--- src/rtl/long_op_scoreboard.sv ---
// -----------------------------------------------------------------------------
// long_op_scoreboard
//
// Tracks the destination registers of in-flight long-latency operations
// (variable-latency loads, multi-cycle mul/div) from EX issue until writeback,
// and asks the ID stage to stall/bubble when the instruction there reads or
// rewrites a pending register, or when the outstanding-op budget is used up.
// The stall request is ORed with the load-use detector by pipeline control.
//
// Ports
//   clk, rst                 clock, asynchronous active-high reset
//   issue_valid/_rd_addr/_reg_w   long op leaving ID into EX this cycle
//   wb_valid/wb_rd_addr           long op completing writeback this cycle
//   Rs1Addr/Rs2Addr/rs1_used/rs2_used  ID-stage sources
//   id_rd_addr/id_reg_w/id_long       ID-stage destination / op class
//   IF_ID_w                  IF/ID write enable (0 = hold)
//   ID_EX_Flush_1            bubble into ID/EX
//   busy                     pending-register bitmap (bit 0 always 0)
//   pending_cnt              number of outstanding long ops
//   full                     pending_cnt == MAX_PENDING
//   sb_err                   sticky protocol-error flag
// -----------------------------------------------------------------------------
module long_op_scoreboard #(
  parameter int ADDR_WIDTH  = 5,
  parameter int NUM_REGS    = 32,
  parameter int MAX_PENDING = 4,
  parameter int CNT_WIDTH   = 3
) (
  input  logic                  clk,
  input  logic                  rst,
  input  logic                  issue_valid,
  input  logic [ADDR_WIDTH-1:0] issue_rd_addr,
  input  logic                  issue_reg_w,
  input  logic                  wb_valid,
  input  logic [ADDR_WIDTH-1:0] wb_rd_addr,
  input  logic [ADDR_WIDTH-1:0] Rs1Addr,
  input  logic [ADDR_WIDTH-1:0] Rs2Addr,
  input  logic                  rs1_used,
  input  logic                  rs2_used,
  input  logic [ADDR_WIDTH-1:0] id_rd_addr,
  input  logic                  id_reg_w,
  input  logic                  id_long,
  output logic                  IF_ID_w,
  output logic                  ID_EX_Flush_1,
  output logic [NUM_REGS-1:0]   busy,
  output logic [CNT_WIDTH-1:0]  pending_cnt,
  output logic                  full,
  output logic                  sb_err
);

  logic [NUM_REGS-1:0]  r_busy;
  logic [CNT_WIDTH-1:0] r_cnt;
  logic                 r_err;

  logic [NUM_REGS-1:0]  w_busy_next;
  logic [NUM_REGS-1:0]  w_iss_mask;
  logic [NUM_REGS-1:0]  w_wb_mask;
  logic [CNT_WIDTH-1:0] w_cnt_next;

  logic w_full;
  logic w_iss_req;
  logic w_wb_hit;
  logic w_same_reg;
  logic w_iss_free;
  logic w_iss_ok;
  logic w_err_now;
  logic w_raw;
  logic w_waw;
  logic w_cap;
  logic w_hz;

  assign w_full = (r_cnt == CNT_WIDTH'(MAX_PENDING));

  // An issue only means something if it writes a real register.
  assign w_iss_req  = issue_valid & issue_reg_w & (issue_rd_addr != '0);
  // busy[0] is constant 0, so a writeback to x0 is never a hit.
  assign w_wb_hit   = wb_valid & r_busy[wb_rd_addr];
  assign w_same_reg = w_wb_hit & (wb_rd_addr == issue_rd_addr);
  // A busy destination is still acceptable when this very edge retires it:
  // the bit stays set and the count nets to zero change.
  assign w_iss_free = ~r_busy[issue_rd_addr] | w_same_reg;
  // Capacity is judged before this edge's writeback frees a slot.
  assign w_iss_ok   = w_iss_req & ~w_full & w_iss_free;

  assign w_err_now  = (w_iss_req & w_full)
                    | (w_iss_req & ~w_full & ~w_iss_free)
                    | (wb_valid & ~w_wb_hit);

  // Per-register set/clear decode; x0 is hard-wired idle.
  for (genvar gi = 0; gi < NUM_REGS; gi++) begin : g_reg
    if (gi == 0) begin : g_x0
      assign w_iss_mask[gi]  = 1'b0;
      assign w_wb_mask[gi]   = 1'b0;
      assign w_busy_next[gi] = 1'b0;
    end else begin : g_xn
      assign w_iss_mask[gi]  = w_iss_ok & (issue_rd_addr == ADDR_WIDTH'(gi));
      assign w_wb_mask[gi]   = w_wb_hit & (wb_rd_addr == ADDR_WIDTH'(gi));
      // Set wins over clear so same-register issue+writeback leaves it busy.
      assign w_busy_next[gi] = (r_busy[gi] & ~w_wb_mask[gi]) | w_iss_mask[gi];
    end
  end

  // Count tracks popcount(busy); an accepted issue never occurs when full,
  // and a hit writeback never occurs when empty, so it cannot wrap.
  always_comb begin
    w_cnt_next = r_cnt;
    unique case ({w_iss_ok, w_wb_hit})
      2'b10:   w_cnt_next = r_cnt + CNT_WIDTH'(1);
      2'b01:   w_cnt_next = r_cnt - CNT_WIDTH'(1);
      default: w_cnt_next = r_cnt;
    endcase
  end

  always_ff @(posedge clk or posedge rst) begin
    if (rst) begin
      r_busy <= '0;
      r_cnt  <= '0;
      r_err  <= 1'b0;
    end else begin
      r_busy <= w_busy_next;
      r_cnt  <= w_cnt_next;
      r_err  <= r_err | w_err_now;
    end
  end

  // Hazards look only at registered state: a register being written back
  // this cycle still stalls, releasing one cycle later.
  assign w_raw = (rs1_used & r_busy[Rs1Addr]) | (rs2_used & r_busy[Rs2Addr]);
  assign w_waw = id_reg_w & r_busy[id_rd_addr];
  assign w_cap = id_long & w_full;
  assign w_hz  = w_raw | w_waw | w_cap;

  assign IF_ID_w       = ~w_hz;
  assign ID_EX_Flush_1 = w_hz;
  assign busy          = r_busy;
  assign pending_cnt   = r_cnt;
  assign full          = w_full;
  assign sb_err        = r_err;

endmodule

--- config.mk ---
export PLATFORM = sky130hd
export DESIGN_NAME = long_op_scoreboard
export DESIGN_NICKNAME = d
export VERILOG_FILES = /design/src/rtl/long_op_scoreboard.sv
export SDC_FILE = /design/constraint.sdc
export NUM_CORES = 1
export LEC_CHECK = 0
export ABC_AREA = 1
export CORE_MARGIN = 4
export CORE_UTILIZATION = 38
export CTS_BUF_LIST = sky130_fd_sc_hd__clkbuf_8
export DETAILED_ROUTE_END_ITERATION = 8
export GPL_ROUTABILITY_DRIVEN = 0
export HOLD_SLACK_MARGIN = 0.15
export PLACE_DENSITY_LB_ADDON = 0.3
export SYNTH_ARGS = -nofsm -noshare
export SYNTH_HDL_FRONTEND = slang
export SYNTH_SLANG_ARGS = --single-unit
--- constraint.sdc ---
create_clock -name clk -period 2.25 [get_ports clk]
set_input_delay 0.225 -clock clk [delete_from_list [all_inputs] [get_ports clk]]
set_output_delay 0.225 -clock clk [all_outputs]
set_load 0.01 [all_outputs]
=== Yosys cells after proc, flatten, opt, wreduce, memory -nomap -nowiden ===
Cells that the tools add are included.

* Eq/ne operators: 66
* Bitwise operators: 180
* Reduce and logical (&&, ||, !) cells: 2
* $lt $le $gt $ge: 5
* $add $sub $neg: 2
* Multiplexer cells: 11

{| class="wikitable"
|+ Operators with widths
! kind !! number
|-
| $eq 5x5->1 const B || 32
|-
| $and 1x1->1 || 106
|-
| $eq 5x4->1 const B || 16
|-
| $eq 5x3->1 const B || 8
|-
| $or 1x1->1 || 38
|-
| $not 1->1 || 36
|-
| $lt 5x6->1 const B || 5
|-
| $bmux 1 s5 || 5
|-
| $eq 5x2->1 const B || 4
|-
| $eq 5x1->1 const B || 2
|-
| $pmux 3 s2 || 1
|-
| $eq 5x5->1 || 1
|-
| $mux 1 || 5
|-
| $reduce_bool 5->1 || 1
|-
| $add 3x1->3 const B || 1
|-
| $eq 3x3->1 const B || 1
|-
| $sub 3x1->3 const B || 1
|-
| $eq 2x1->1 const B || 1
|-
| $eq 2x2->1 const B || 1
|-
| $reduce_bool 2->1 || 1
|}

* Input port bits: 34
* Word-level logic and storage cells: 269
* Flip-flop bits (word level): 35

=== Logic depth before layout (Yosys ltp) ===
* Depth in word-level cells: 10
* Depth in mapped cells: 21

=== Worst setup path after synthesis ===
No wires, ideal clock.

* Kind: input -> register
* Start: in issue_rd_addr[3]
* End: reg r_cnt[2] (netlist: pending_cnt[2])
* Path buffers: 2
* Data arrival time: 2277 ps
* Setup time: 79 ps
* Stages on the path: 18
* Slack: -106 ps
* Path through: clkbuf_2 -> nor2_1 -> nand3_1 -> nand2_1 -> nor2_1 -> nand2_1 -> nor2_1 -> nor2_2 -> nand2_2 -> buf_6 -> nand2_1 -> ha_1 -> inv_1 -> fa_1 -> nor2_1 -> nor2_1 -> nand2_1 -> xor2_1

* Word-level cells in the longest chain between the ends: 7
* Elaborated cells between the ends (all ways): 14
* Classes of those cells: 3 x eq/ne; 3 x mux; 6 x bitwise; 2 x reduce/logical

{| class="wikitable"
|+ Ends and longest elaborated chain
! element !! line !! RTL
|-
| from (decl) || 32 || <nowiki>input logic [ADDR_WIDTH-1:0] issue_rd_addr,</nowiki>
|-
| $bmux 1 s5 || 81 || <nowiki>assign w_iss_free = ~r_busy[issue_rd_addr] | w_same_reg;</nowiki>
|-
| $mux 1 (implied by the code) || 81 ||
|-
| $not 1->1 || 81 ||
|-
| $or 1x1->1 || 81 ||
|-
| $and 1x1->1 (*) || 83 || <nowiki>assign w_iss_ok = w_iss_req & ~w_full & w_iss_free;</nowiki>
|-
| $eq 2x1->1 / $eq 2x2->1 (equally long branches) || 107 || <nowiki>unique case ({w_iss_ok, w_wb_hit})</nowiki>
|-
| $pmux 3 s2 / $reduce_bool 2->1 (equally long branches) || - ||
|-
| to (signal assigned) || 121 || <nowiki>r_cnt <= w_cnt_next;</nowiki>
|-
| to (decl) || 52 || <nowiki>logic [CNT_WIDTH-1:0] r_cnt;</nowiki>
|}

Mark *: on every way between the ends. The rest lies on a longest branch, timed or not. The select of a mux whose other input is x is not followed.
A chain may end at the register's enable or synchronous reset.

=== Worst setup path after layout ===
* Start: in issue_rd_addr[0]
* End: reg r_cnt[2] (netlist: pending_cnt[2])

The elaborated chain is that of the path after synthesis.

==> reports/summary.txt <==
Peak Freq: 435 MHz
Post-Syn Instances: 636
clock tree sinks: 35
total overflow reported by the global router: 0
worst-case vdd ir drop: 536 uV
count of placed standard cells including taps: 914
Internal Pwr Total: 2.06 mW
class of the tightest hold or removal check: in2async
power per cell area: 659 mW/mm2
final count of negative-setup-slack endpoints: 1
arrival time at the worst endpoint: 2520 ps
Post-synth EDFFs: 0
multi-input gate area in the final layout: 0.00253 mm2
DRC violations left: 0
syn_area_per_cell: 5.91 um2
Compound-Gate Fraction of Synth Area: 11.3%
Worst Setup Start Kind: input port
commonest non-fill, non-tap cell in the layout: nand2_1
Longest Clk Path Bufs: 2
Rows: 36
via count: 5182
combinational group share of total power: 56.9%
category of the critical setup timing path: in2reg
initial antenna violation count: 0
share of the synthesized netlist area taken by xor and xnor gates: 0.699%
sequential cell area: 892 um2
Yosys warning total: 0
setup repair after global routing missed its margin: true
CTS tree: built
sequential share of the synthesized area: 23.3%
NetSw: 1.62 mW
clock-pin slew on the worst setup and hold paths: 70 ps
post-synthesis share of cell area spent on full adders, half adders and majority gates: 0.866%
full die area: 0.0115 mm2
Final Max Tran Viols: 0
post-route cell area: 0.00559 mm2
htree depth: 2
CTS buffer count: 5
routed via count divided by cell count: 5.51
PnR Total Power: 3.68 mW
core outline area: 0.00968 mm2
final cell count without fillers: 940
first-iteration detailed-routing DRC count: 545
Period minus WS final: 2300 ps
final clock skew: 9.23 ps
final WL: 15700 um
failing checks: negative setup slack
status: complete, but fails checks
syn nets: 672
Period Utilization, post-route: 102%
setup_tns: -48.8 ps
vertical die dimension: 107 um
top_reg_cell synth: dfrtp_1
diode count: 0
synthesized cell area: 0.00376 mm2
Seq pwr share: 28.9%
critical path capture point type: flip-flop
nets@finish: 842
global router's overall resource usage: 27.1%
number of distinct standard cells referenced by the synthesized netlist: 35
signed area change from the synthesized netlist to the final layout: 48.8%
maximum fanout along the worst path: 5
post-synthesis sequential element count: 35
Maximum Capacitance Violations: 0
largest net degree at the start of global routing: 36
vias in the first global route: 4931
placed inst area: 0.00529 mm2
Die Span X: 107 um
count of boundary I/O pins: 73
wire per inst: 16.7 um
clock power share: 14.1%
endpoints failing hold: 0
simple-gate area share of the yosys netlist: 51.6%
combinational family with the most area after synthesis: simple AND/OR/NAND/NOR gates
total of buffers placed on input and output ports: 71
number of inserted filler cells in the final layout: 905
CTS Root Cell: clkbuf_8
worst skew pair latency: 300 ps
WP data required: 2470 ps
share of cell area taken by muxes after synthesis: 0%
wire length of the first global-routing pass: 24800 um
highest-count cells in the layout ignoring fill and taps: nand2_1 (213), buf_4 (115), nand3_1 (90)
Sw Ratio: 44.0%
leak pwr: 2.64 nW
fraction of final layout cells with drive strength greater than 1: 26.5%
number of detailed-routing iterations run before antenna repair: 7
sum of net half-perimeters after detailed placement: 11700 um
share of flip-flops with an asynchronous set or reset: 100%
cts hold-fix bufs: 0
crit path setup slack, layout: -48.8 ps
DRT antenna net count: 0
Starting Density: 38.8%
==> stage by stage <==
step                worst slack (ps)  util, %  hold slack [ps]
floorplan                       1.17        -              372
global placement                -477     54.6              481
detailed placement              -518     54.6              479
CTS                             6.21     57.0              359
global route                    -111     57.7              416
finish                         -48.8     57.7              339
==> registers in the layout (all words and copies together) (netlist names) <==
signal       cells
busy            31
pending_cnt      3
sb_err           1
==> cells in the mapped netlist (2+ instances only) <==
master | count | area share [%]
a21oi_1 | 21 | 2.8
a22oi_1 | 6 | 1.2
buf_2 | 2 | 0.27
buf_4 | 3 | 0.60
buf_6 | 9 | 2.7
clkbuf_1 | 13 | 1.3
clkbuf_2 | 2 | 0.27
dfrtp_1 | 35 | 23
inv_1 | 58 | 5.8
inv_2 | 3 | 0.30
nand2_1 | 222 | 22
nand2_2 | 5 | 0.83
nand3_1 | 91 | 12
nand3_2 | 19 | 5.1
nand3b_1 | 3 | 0.60
nand4_1 | 8 | 1.3
nor2_1 | 51 | 5.1
nor2_2 | 5 | 0.83
nor2_4 | 2 | 0.60
nor3_1 | 13 | 1.7
nor4_1 | 2 | 0.33
o211ai_1 | 7 | 1.4
o21ai_0 | 33 | 4.4
o21ai_1 | 11 | 1.5
xor2_1 | 2 | 0.47
==> final timing paths <==
kind / from / to / slack (ps) / cells past startpoint
setup / recovery: issue_rd_addr[0] / pending_cnt[2] / -50 / 19
hold / removal: rst / busy[25] / 340 / 3
setup reg to reg: busy[15] / pending_cnt[2] / -20 / 16
hold reg to reg: sb_err / sb_err / 500 / 2
max in group asynchronous: rst / busy[23] / 1550 / 3
min in group clk: issue_rd_addr[4] / busy[21] / 500 / 6
==> routing by layer <==
layer	track usage (%)	part of all wire, %
met5	0	0
met4	11.2	4.6
met2	43.7	45
met3	5.04	12
met1	35.5	39
==> critical path: stages <==
cell and delay [ps]:
dlygate4sd2_1 280, buf_4 160, nor2_4 160, buf_4 150
nand2_1 40, nand4_1 90, nand2_1 70, nand3_1 80
nor2_1 50, nor2_2 160, nand2_2 100, nand2_4 80
ha_4 120, inv_2 40, fa_2 360, nor2_1 100
nor2_1 50, nand2_1 70, xor2_1 140
==> cell families after synthesis <==
group / count (synthesis)
compound gates: 78
xor+xnor: 3
fa+ha+maj: 2
buf+inv: 94
flops: 35
other cells: 1
simple gates: 423
==> final cells by class <==
type / count / share of cell area (%)
Clock buffer: 7 / 1.72
Clock inverter: 1 / 0.0671
Inverter: 63 / 4.45
Multi-Input combinational cell: 507 / 45.3
Sequential cell: 35 / 16.0
Tap cell: 133 / 2.98
Timing Repair Buffer: 194 / 29.6
==> what timing repair did <==
item,CTS,global route
gates resized for setup,32,27
pin swaps,9,14
endpoints found under the hold margin,0,0
endpoints found under the setup margin,4,5
buffers inserted,14,4
cloned,0,1
==> power by group through the flow <==
stage                     registers, mW  clock network (mW)  logic [mW]
after floorplan                    1.11                   0       0.801
after global placement             1.05                   0        1.99
after detailed placement           1.05                   0        2.02
after CTS                          1.04               0.527        2.04
after global routing               1.07               0.546        2.27
final                              1.07               0.521        2.10
Note: power is estimated with default switching activity, not from simulation.
